**src/rtl/c1541_track_ctrl.sv**
```systemverilog
// c1541_track_ctrl: head positioning and track-buffer sequencer for the 1541 drive model.
// Decodes the UC3 stepper phases into a half-track position, drives the track-0 sensor,
// and after the head has settled writes back a dirty buffer and loads the new track
// through a req/ack/done handshake with the SD image loader.
`timescale 1ns/1ps
module c1541_track_ctrl #(
  parameter int MAX_HTRACK   = 83,
  parameter int RESET_HTRACK = 36,
  parameter int SETTLE_CYC   = 640000
) (
  input  logic       clk32,
  input  logic       reset,
  input  logic [1:0] stp,
  input  logic       mtr,
  input  logic       mode,
  input  logic       wr_byte,
  input  logic       img_mounted,
  input  logic       img_valid,
  input  logic       sd_ack,
  input  logic       sd_done,
  output logic       ld_req,
  output logic       sv_req,
  output logic [5:0] req_track,
  output logic [6:0] half_track,
  output logic       tr00_sense_n,
  output logic       busy
);

  typedef enum logic [2:0] {
    S_IDLE,
    S_SETTLE,
    S_SAVE_REQ,
    S_SAVE_WAIT,
    S_LOAD_REQ,
    S_LOAD_WAIT
  } state_e;

  localparam int             CNT_W       = (SETTLE_CYC > 1) ? $clog2(SETTLE_CYC) : 1;
  localparam logic [CNT_W-1:0] CNT_LAST  = CNT_W'(SETTLE_CYC - 1);
  localparam logic [6:0]     MAX_HT      = 7'(MAX_HTRACK);
  localparam logic [6:0]     RESET_HT    = 7'(RESET_HTRACK);
  localparam logic [5:0]     TRK_INVALID = 6'd63;

  state_e           state_q, state_d;
  logic [1:0]       ph_q;
  logic [6:0]       ht_q, ht_d;
  logic             tr00_n_q;
  logic             img_valid_q;
  logic             step;
  logic [5:0]       tgt_trk;
  logic [CNT_W-1:0] cnt_q, cnt_d;
  logic [5:0]       loaded_q, loaded_d;
  logic [5:0]       ld_trk_q, ld_trk_d;
  logic             dirty_q, dirty_d;
  logic             stale_q, stale_d;
  logic             ld_req_q, ld_req_d;
  logic             sv_req_q, sv_req_d;
  logic [5:0]       req_trk_q, req_trk_d;

  // Stepper phase history: tracks stp every cycle, including while reset is held.
  // NOTE: deliberately not reset, so it holds the live stp sample when reset releases
  // and the first phase change afterwards is decoded relative to the real coil state.
  always_ff @(posedge clk32) begin
    ph_q <= stp;
  end

  // Head motion: one phase forward steps in, one phase back steps out, two is ambiguous.
  // NOTE: every combinational output gets a default first so no path can infer a latch.
  always_comb begin
    ht_d = ht_q;
    if (mtr) begin
      if (stp == ph_q + 2'd1) begin
        if (ht_q < MAX_HT) ht_d = ht_q + 7'd1;
      end else if (stp == ph_q - 2'd1) begin
        if (ht_q != 7'd0) ht_d = ht_q - 7'd1;
      end
    end
  end

  assign step    = (ht_d != ht_q);
  assign tgt_trk = ht_q[6:1];

  // State register and all sequential datapath state.
  // NOTE: sequential state uses non-blocking assignments so every register samples
  // the values from before the clock edge, independent of statement order.
  always_ff @(posedge clk32 or posedge reset) begin
    if (reset) begin
      state_q     <= S_IDLE;
      ht_q        <= RESET_HT;
      tr00_n_q    <= 1'b1;
      img_valid_q <= 1'b0;
      cnt_q       <= '0;
      loaded_q    <= TRK_INVALID;
      ld_trk_q    <= 6'd0;
      dirty_q     <= 1'b0;
      stale_q     <= 1'b0;
      ld_req_q    <= 1'b0;
      sv_req_q    <= 1'b0;
      req_trk_q   <= 6'd0;
    end else begin
      state_q     <= state_d;
      ht_q        <= ht_d;
      tr00_n_q    <= (ht_q != 7'd0);
      img_valid_q <= img_valid;
      cnt_q       <= cnt_d;
      loaded_q    <= loaded_d;
      ld_trk_q    <= ld_trk_d;
      dirty_q     <= dirty_d;
      stale_q     <= stale_d;
      ld_req_q    <= ld_req_d;
      sv_req_q    <= sv_req_d;
      req_trk_q   <= req_trk_d;
    end
  end

  // Next-state logic: settle after motion, optional write-back, then load.
  always_comb begin
    state_d = state_q;
    unique case (state_q)
      S_IDLE:
        if (img_valid && (tgt_trk != loaded_q)) state_d = S_SETTLE;
      S_SETTLE:
        if (!img_valid) state_d = S_IDLE;
        else if (!step && (cnt_q == CNT_LAST))
          state_d = (dirty_q && (loaded_q != TRK_INVALID)) ? S_SAVE_REQ : S_LOAD_REQ;
      S_SAVE_REQ:
        if (img_mounted) state_d = S_IDLE;
        else if (sd_ack) state_d = S_SAVE_WAIT;
      S_SAVE_WAIT:
        if (sd_done) state_d = S_LOAD_REQ;
      S_LOAD_REQ:
        if (sd_ack) state_d = S_LOAD_WAIT;
      S_LOAD_WAIT:
        if (sd_done) state_d = S_IDLE;
      default:
        state_d = S_IDLE;
    endcase
  end

  // Output and datapath logic: settle counter, buffer bookkeeping, registered requests.
  always_comb begin
    cnt_d     = cnt_q;
    loaded_d  = loaded_q;
    ld_trk_d  = ld_trk_q;
    dirty_d   = dirty_q;
    req_trk_d = req_trk_q;
    ld_req_d  = (state_d == S_LOAD_REQ);
    sv_req_d  = (state_d == S_SAVE_REQ);
    // A mount while a load is in flight makes the arriving data belong to the old image.
    stale_d   = (state_d == S_LOAD_WAIT) && (stale_q || img_mounted);

    unique case (state_q)
      S_IDLE: cnt_d = '0;
      S_SETTLE: begin
        if (step) cnt_d = '0;
        else if (cnt_q != CNT_LAST) cnt_d = cnt_q + CNT_W'(1);
        if (state_d == S_LOAD_REQ) ld_trk_d = tgt_trk;
      end
      S_SAVE_WAIT:
        if (sd_done) begin
          dirty_d  = 1'b0;
          ld_trk_d = tgt_trk;
        end
      S_LOAD_WAIT:
        if (sd_done) loaded_d = stale_q ? TRK_INVALID : ld_trk_q;
      default: ;
    endcase

    if ((state_q == S_IDLE) && wr_byte && !mode) dirty_d = 1'b1;

    // A new image invalidates the buffer and discards pending writes.
    if (img_mounted) begin
      loaded_d = TRK_INVALID;
      dirty_d  = 1'b0;
    end

    if (state_d == S_SAVE_REQ)      req_trk_d = loaded_q;
    else if (state_d == S_LOAD_REQ) req_trk_d = ld_trk_d;
  end

  assign ld_req       = ld_req_q;
  assign sv_req       = sv_req_q;
  assign req_track    = req_trk_q;
  assign half_track   = ht_q;
  assign tr00_sense_n = tr00_n_q;
  assign busy         = (state_q != S_IDLE) | (loaded_q != tgt_trk) | ~img_valid_q;

endmodule
```
**config.mk**
```make
export PLATFORM = sky130hd
export DESIGN_NAME = c1541_track_ctrl
export DESIGN_NICKNAME = d
export VERILOG_FILES = /design/src/rtl/c1541_track_ctrl.sv
export SDC_FILE = /design/constraint.sdc
export NUM_CORES = 1
export LEC_CHECK = 0
export ABC_AREA = 1
export BUFFER_PORTS_ARGS = -buffer_cell sky130_fd_sc_hd__buf_2
export CORE_MARGIN = 2
export CORE_UTILIZATION = 35
export DETAILED_ROUTE_END_ITERATION = 6
export SKIP_LAST_GASP = 1
export SLEW_MARGIN = 10
export SYNTH_ARGS = -nofsm -noshare
export SYNTH_HDL_FRONTEND = slang
export SYNTH_SLANG_ARGS = --single-unit
```
**constraint.sdc**
```tcl
create_clock -name clk32 -period 3.6 [get_ports clk32]
set_input_delay 0.36 -clock clk32 [delete_from_list [all_inputs] [get_ports clk32]]
set_output_delay 0.36 -clock clk32 [all_outputs]
set_load 0.02 [all_outputs]
```
After elaboration in Yosys (flattened, before gate mapping):

Index checks and enable logic that the tools add are counted.

* register bits: 56
* input bits: 11

* bitwise operators: 3
* reduce and logical (&&, ||, !) cells: 21
* order comparisons: 1
* equality and inequality tests: 17
* multiplexer cells: 31
* add/sub/neg operators: 5

Operator list (number)
* 2-to-1 mux 6 bit: 8
* 2-to-1 mux 20 bit: 2
* case mux 20 bit (2 select lines): 1
* 2-to-1 mux 7 bit: 5
* 2-to-1 mux 3 bit: 9
* adder 20 x 1 -> 20 bit, second input constant: 1
* equality test 20 bit, second input constant: 1
* inequality test 20 bit, second input constant: 1
* case mux 3 bit (6 select lines): 1
* equality test 3 bit, second input constant: 4
* inequality test 6 bit: 2
* case mux 6 bit (2 select lines): 1
* equality test 3 x 2 -> 1 bit, second input constant: 3
* nonzero test 3 bit: 3
* nonzero test 2 bit: 4
* adder 7 x 1 -> 7 bit, second input constant: 1
* less-than comparator 7 bit, second input constant: 1
* inequality test 7 bit: 1
* nonzero test 7 bit: 1
* subtractor 7 x 1 -> 7 bit, second input constant: 1
* logical AND 1 bit: 6
* inequality test 6 bit, second input constant: 1
* AND reduction 2 bit: 3
* equality test 2 bit: 2
* 10 further kinds: 15

Logic depth before layout (Yosys ltp):

* depth in word-level cells: 16
* gate-level depth with buffers: 18
* gate-level depth less buffers: 18

Least setup slack after synthesis:

OpenSTA, ideal clock, no wires.

* path kind: register to register
* start: reg ht_q[1], in the netlist half_track[1]
* end: reg req_trk_q[0], in the netlist req_track[0]
* cell stages (with the launch flop): 17
* arrival: 2.149 ns
* library setup time: 0.120 ns
* clock period less this slack: 2.269 ns
* path buffers: 0
* slack: 1.331 ns
* cell sequence: dfrtp_1 -> inv_1 -> ha_1 -> inv_1 -> nor2_1 -> nand3_2 -> nand4_1 -> nand2_2 -> nand3_4 -> nand4_4 -> nand2_2 -> nor2_8 -> nand2_4 -> inv_4 -> nor2_8 -> a22oi_2 -> nand2_1

* longest elaborated chain between the ends: 16

RTL lines
* from (decl): RTL line 46 `logic [6:0] ht_q, ht_d;`
* from (signal assigned): RTL line 102 `ht_q <= ht_d;`
* subtractor 7 x 1 -> 7 bit / nonzero test 7 bit (equally long branches): RTL line 75 `if (ht_q != 7'd0) ht_d = ht_q - 7'd1;`
* 2-to-1 mux 7 bit: RTL line 75
* 2-to-1 mux 7 bit: RTL line 74 `end else if (stp == ph_q - 2'd1) begin`
* 2-to-1 mux 7 bit: RTL line 72 `if (stp == ph_q + 2'd1) begin`
* 2-to-1 mux 7 bit: RTL line 71 `if (mtr) begin`
* inequality test 7 bit: RTL line 80 `assign step = (ht_d != ht_q);`
* zero test 1 bit: RTL line 124 `else if (!step && (cnt_q == CNT_LAST))`
* logical AND 1 bit: RTL line 124
* (+2 left out)
* case mux 3 bit (6 select lines) (*): RTL line 119 `unique case (state_q)`
* net state_d[1]: RTL line 44 `state_e state_q, state_d;`
* equality test 3 bit (*)
* net ld_req_d: RTL line 56 `logic ld_req_q, ld_req_d;`
* 2-to-1 mux 6 bit: RTL line 157 `if (state_d == S_LOAD_REQ) ld_trk_d = tgt_trk;`
* case mux 6 bit (2 select lines): RTL line 152 `unique case (state_q)`
* 2-to-1 mux 6 bit: RTL line 178 `else if (state_d == S_LOAD_REQ) req_trk_d = ld_trk_d;`
* 2-to-1 mux 6 bit: RTL line 177 `if (state_d == S_SAVE_REQ) req_trk_d = loaded_q;`
* to (signal assigned): RTL line 112 `req_trk_q <= req_trk_d;`
* to (decl): RTL line 58 `logic [5:0] req_trk_q, req_trk_d;`

The timed path passes the listed nets; every way through them passes the cells marked *. The select of a mux whose other input is x is not followed.
A chain may end at the register's enable or synchronous reset.

Final worst setup path:

* start: reg ht_q[1], in the netlist half_track[1]
* end: reg cnt_q[16]

* longest elaborated chain between the ends: 8

RTL lines
* subtractor 7 x 1 -> 7 bit / nonzero test 7 bit (equally long branches): RTL line 75
* 2-to-1 mux 7 bit: RTL line 75
* 2-to-1 mux 7 bit: RTL line 74
* 2-to-1 mux 7 bit: RTL line 72
* 2-to-1 mux 7 bit: RTL line 71
* inequality test 7 bit (*): RTL line 80
* 2-to-1 mux 20 bit / inequality test 3 bit (equally long branches)
* case mux 20 bit (2 select lines) / AND reduction 2 bit (equally long branches)
* to (signal assigned): RTL line 105 `cnt_q <= cnt_d;`
* to (decl): RTL line 51 `logic [CNT_W-1:0] cnt_q, cnt_d;`

Every way passes the cells marked *; elsewhere a longest branch is shown, timed or not.

==> flow_metrics.tcl <==
set metrics [dict create \
    status "finished, final reports clean" \
    cp_slowest_stage_delay_ns 0.50 \
    worstMarginPinSlew_ns 1.06 \
    p_per_area_mw_per_mm2 507 \
    skew_ns 0.00970 \
    period_share_pct 71.2 \
    dpl.hpwl_mm 6.08 \
    finalWorstSetupSlack_ns 1.04 \
    final-setup-viol-count 0 \
    grt_pass1_wl_mm 13.8 \
    clock-sinks 56 \
    layout-drive-gt1-share_pct 18.9 \
    grt_max_degree 41 \
    layoutNonFillerInstCount 579 \
    ir_worst_vdd_mv 0.241 \
    syn_inst 416 \
    port_buffers 27 \
    root_buffer "clkbuf_8" \
    grt_usage_pct 16.7 \
    crit_path_end_kind "flop" \
    finish.utilization_pct 40.8 \
    slew_headroom_pct 28.9 \
    yosys_warnings 0 \
    layout_commonest_cell "nand2_1" \
    power.leakage_nw 1.76 \
    reg2reg_slack_ns 1.04 \
    synth.avg_cell_area_um2 8.16 \
    post-place-cells 571 \
    tritoncts "built" \
    post-cts-setup-buffer-count 0 \
    die_w_um 102 \
    tns_ns 0 \
    initial_utilization_pct 36.4 \
    ctsHoldBuffers 0 \
    final_cell_mix "nand2_1, inv_1, dfrtp_1" \
    cts_resized 0 \
    path_buf_inv 3 \
    drt_iter0_markers 144 \
    fp.dieArea_mm2 0.0105 \
    drcViolationCount 0 \
    first_global_vias 2833 \
    worstPathRequired_ns 3.79 \
    yosysUniqueCellTypes 39 \
    drv_cap 0 \
    rsz0062_at_grt "false" \
    synth_nets 431 \
    overflow 0 \
    worstHoldPathType "in2reg" \
    multiInputGateArea_mm2 0.00174 \
    crit_chain "inv_1, ha_1, inv_1, nor2_1, nand3_2, nand4_1, nand2_2, nand3_4, nand2_4, a21oi_4, inv_2, nand3_1, xor2_1, nor2_1" \
    critPathMaxFanout 15 \
    routedWlPerCell_um 14.1 \
    fin_crit_ns 2.56 \
    place_congestion 0.941 \
    htreeDepth 2 \
    syn-cell-area_mm2 0.00339 \
    maxSlewViolCount 0 \
    area_growth_pct 12.2 \
    ys_seq_area_share_pct 41.3 \
    via_per_inst 5.07 \
    fmaxAchievable_mhz 390 \
    cts.clk_slew.worst_paths_ns 0.10 \
    worstSetupPathType "reg2reg" \
    cp_top_family "simple AND/OR/NAND/NOR gates" \
    crit_path_start_kind "flop" \
    clock_path_buffers 2 \
    coreArea_mm2 0.00933 \
    synth-seq-cells 56 \
    seqCellArea_mm2 0.00140 \
    cts_made_buffers 5 \
    pre_cts_ws_ns 1.04 \
    dr.pass1.iters 4 \
    cp.arrival_ns 2.75 \
    clkLatencyLatePin_ns 0.31 \
    final_antenna_net_count 0 \
    dieHeight_um 102 \
    critical_path.slowest_cell "dfrtp_1" \
    finalHoldViolCount 0 \
    fp-row-count 35 \
    num_antenna_cells 0 \
    route.vias.total 2936 \
    final_nets 464 \
    io_pins 28 \
    wl_mm 8.18 \
    fill_cells 940 \
    antenna_found_initial 0 \
]
==> where the power goes <==
part	internal [W]	total [W]	switching (W)
Sequential	0.000730	0.000847	0.000117
Clock	0.000246	0.000458	0.000212
Combinational	0.000210	0.000627	0.000417
Total	0.00119	0.00193	0.000746
==> per-stage QoR <==
step	hold WS, ns	instance area (µm²)	power (W)
5_1_grt	0.155	3810	0.00207
3_3_place_gp	0.484	3680	0.00148
2_1_floorplan	0.388	3390	0.00130
6_report	0.170	3810	0.00193
3_5_place_dp	0.484	3680	0.00149
4_1_cts	0.157	3810	0.00195
==> per-layer routing <==
layer | wire length (µm) | vias to the layer above | GRT usage, %
li1 | - | 1451 | -
met1 | 3740 | 1400 | 22.7
met2 | 3910 | 75 | 27.3
met3 | 412 | 10 | 2.74
met4 | 121 | 0 | 5.44
met5 | 0 | - | 0
==> area by class of cell <==
class                   count  area share (%)
clock buffers               7            2.53
well taps                 129            4.24
clock inverters             1           0.789
multi-input cells         297            45.8
flip-flops and latches     56            36.8
inverters                  61            6.08
repair buffers             28            3.75
==> worst paths after layout <==
kind                               startpoint      endpoint  depth (start not counted)
worst max register to register  half_track[1]     cnt_q[16]                         14
min in group asynchronous               reset      cnt_q[6]                          2
worst min-delay path                   stp[0]       ph_q[0]                          1
max in group asynchronous               reset   loaded_q[1]                          3
worst max-delay path            half_track[1]     cnt_q[16]                         14
worst min register to register   req_track[2]  req_track[2]                          2
==> worst reg2reg max path, delay by kind of cell (launching register included) <==
family | cells | cell delay [ns]
fa+ha+maj | 1 | 0.18
buf+inv | 3 | 0.39
xor+xnor | 1 | 0.15
flops | 1 | 0.50
simple gates | 8 | 0.85
compound gates | 1 | 0.37
==> synthesized netlist by cell type <==
cell type  number  area share (%)
xor2_1         17             4.4
xnor2_1         2            0.52
nand4_1         5            0.92
a21oi_4         2            0.96
inv_4           1            0.18
buf_2           1            0.15
dfxtp_1         2             1.2
a31oi_1         2            0.37
nand3_4         1            0.52
buf_6           1            0.33
and3_1          1            0.18
nor2_1         35             3.9
nand2_2         5            0.92
nand2_1        74             8.2
dfrtp_1        45              33
and2_1          1            0.18
nor3_4          1            0.48
inv_1          55             6.1
nor2_8          3             1.8
nand3_2         3            0.88
nor2_4          2            0.66
nor3_1         17             2.5
a21oi_1        21             3.1
nand4_4         1            0.63
nand2_4         4             1.3
nor2_2          4            0.74
inv_2           5            0.55
a22oi_2         6             2.2
o21ai_0        17             2.5
nand3b_1        2            0.44
nor3b_1         3            0.66
nand3_1        42             6.2
o211ai_1        1            0.22
ha_1            4             1.5
dfstp_2         9             7.0
nor4_1          3            0.55
o31ai_1         3            0.66
a22oi_1        14             3.1
and2_2          1            0.22
==> kinds of logic (layout without fill, tap and decap cells) <==
family | after synthesis | after routing | synth area share [%]
buffers and inverters | 63 | 97 | 7.30
and+or+nand+nor | 208 | 208 | 31.9
xor gates and xnor gates | 19 | 19 | 4.90
DFF | 56 | 56 | 41.3
AOI/OAI and AO/OA | 66 | 66 | 13.1
adders and majority gates | 4 | 4 | 1.47
==> registers in the layout, indices dropped and copies added, names as in the netlist <==
signal,cells
dirty_q,1
img_valid_q,1
stale_q,1
ph_q,2
ld_req,1
state_q,3
ld_trk_q,6
cnt_q,20
sv_req,1
tr00_sense_n,1
req_track,6
half_track,7
loaded_q,6
(Power assumes the default switching activity.)
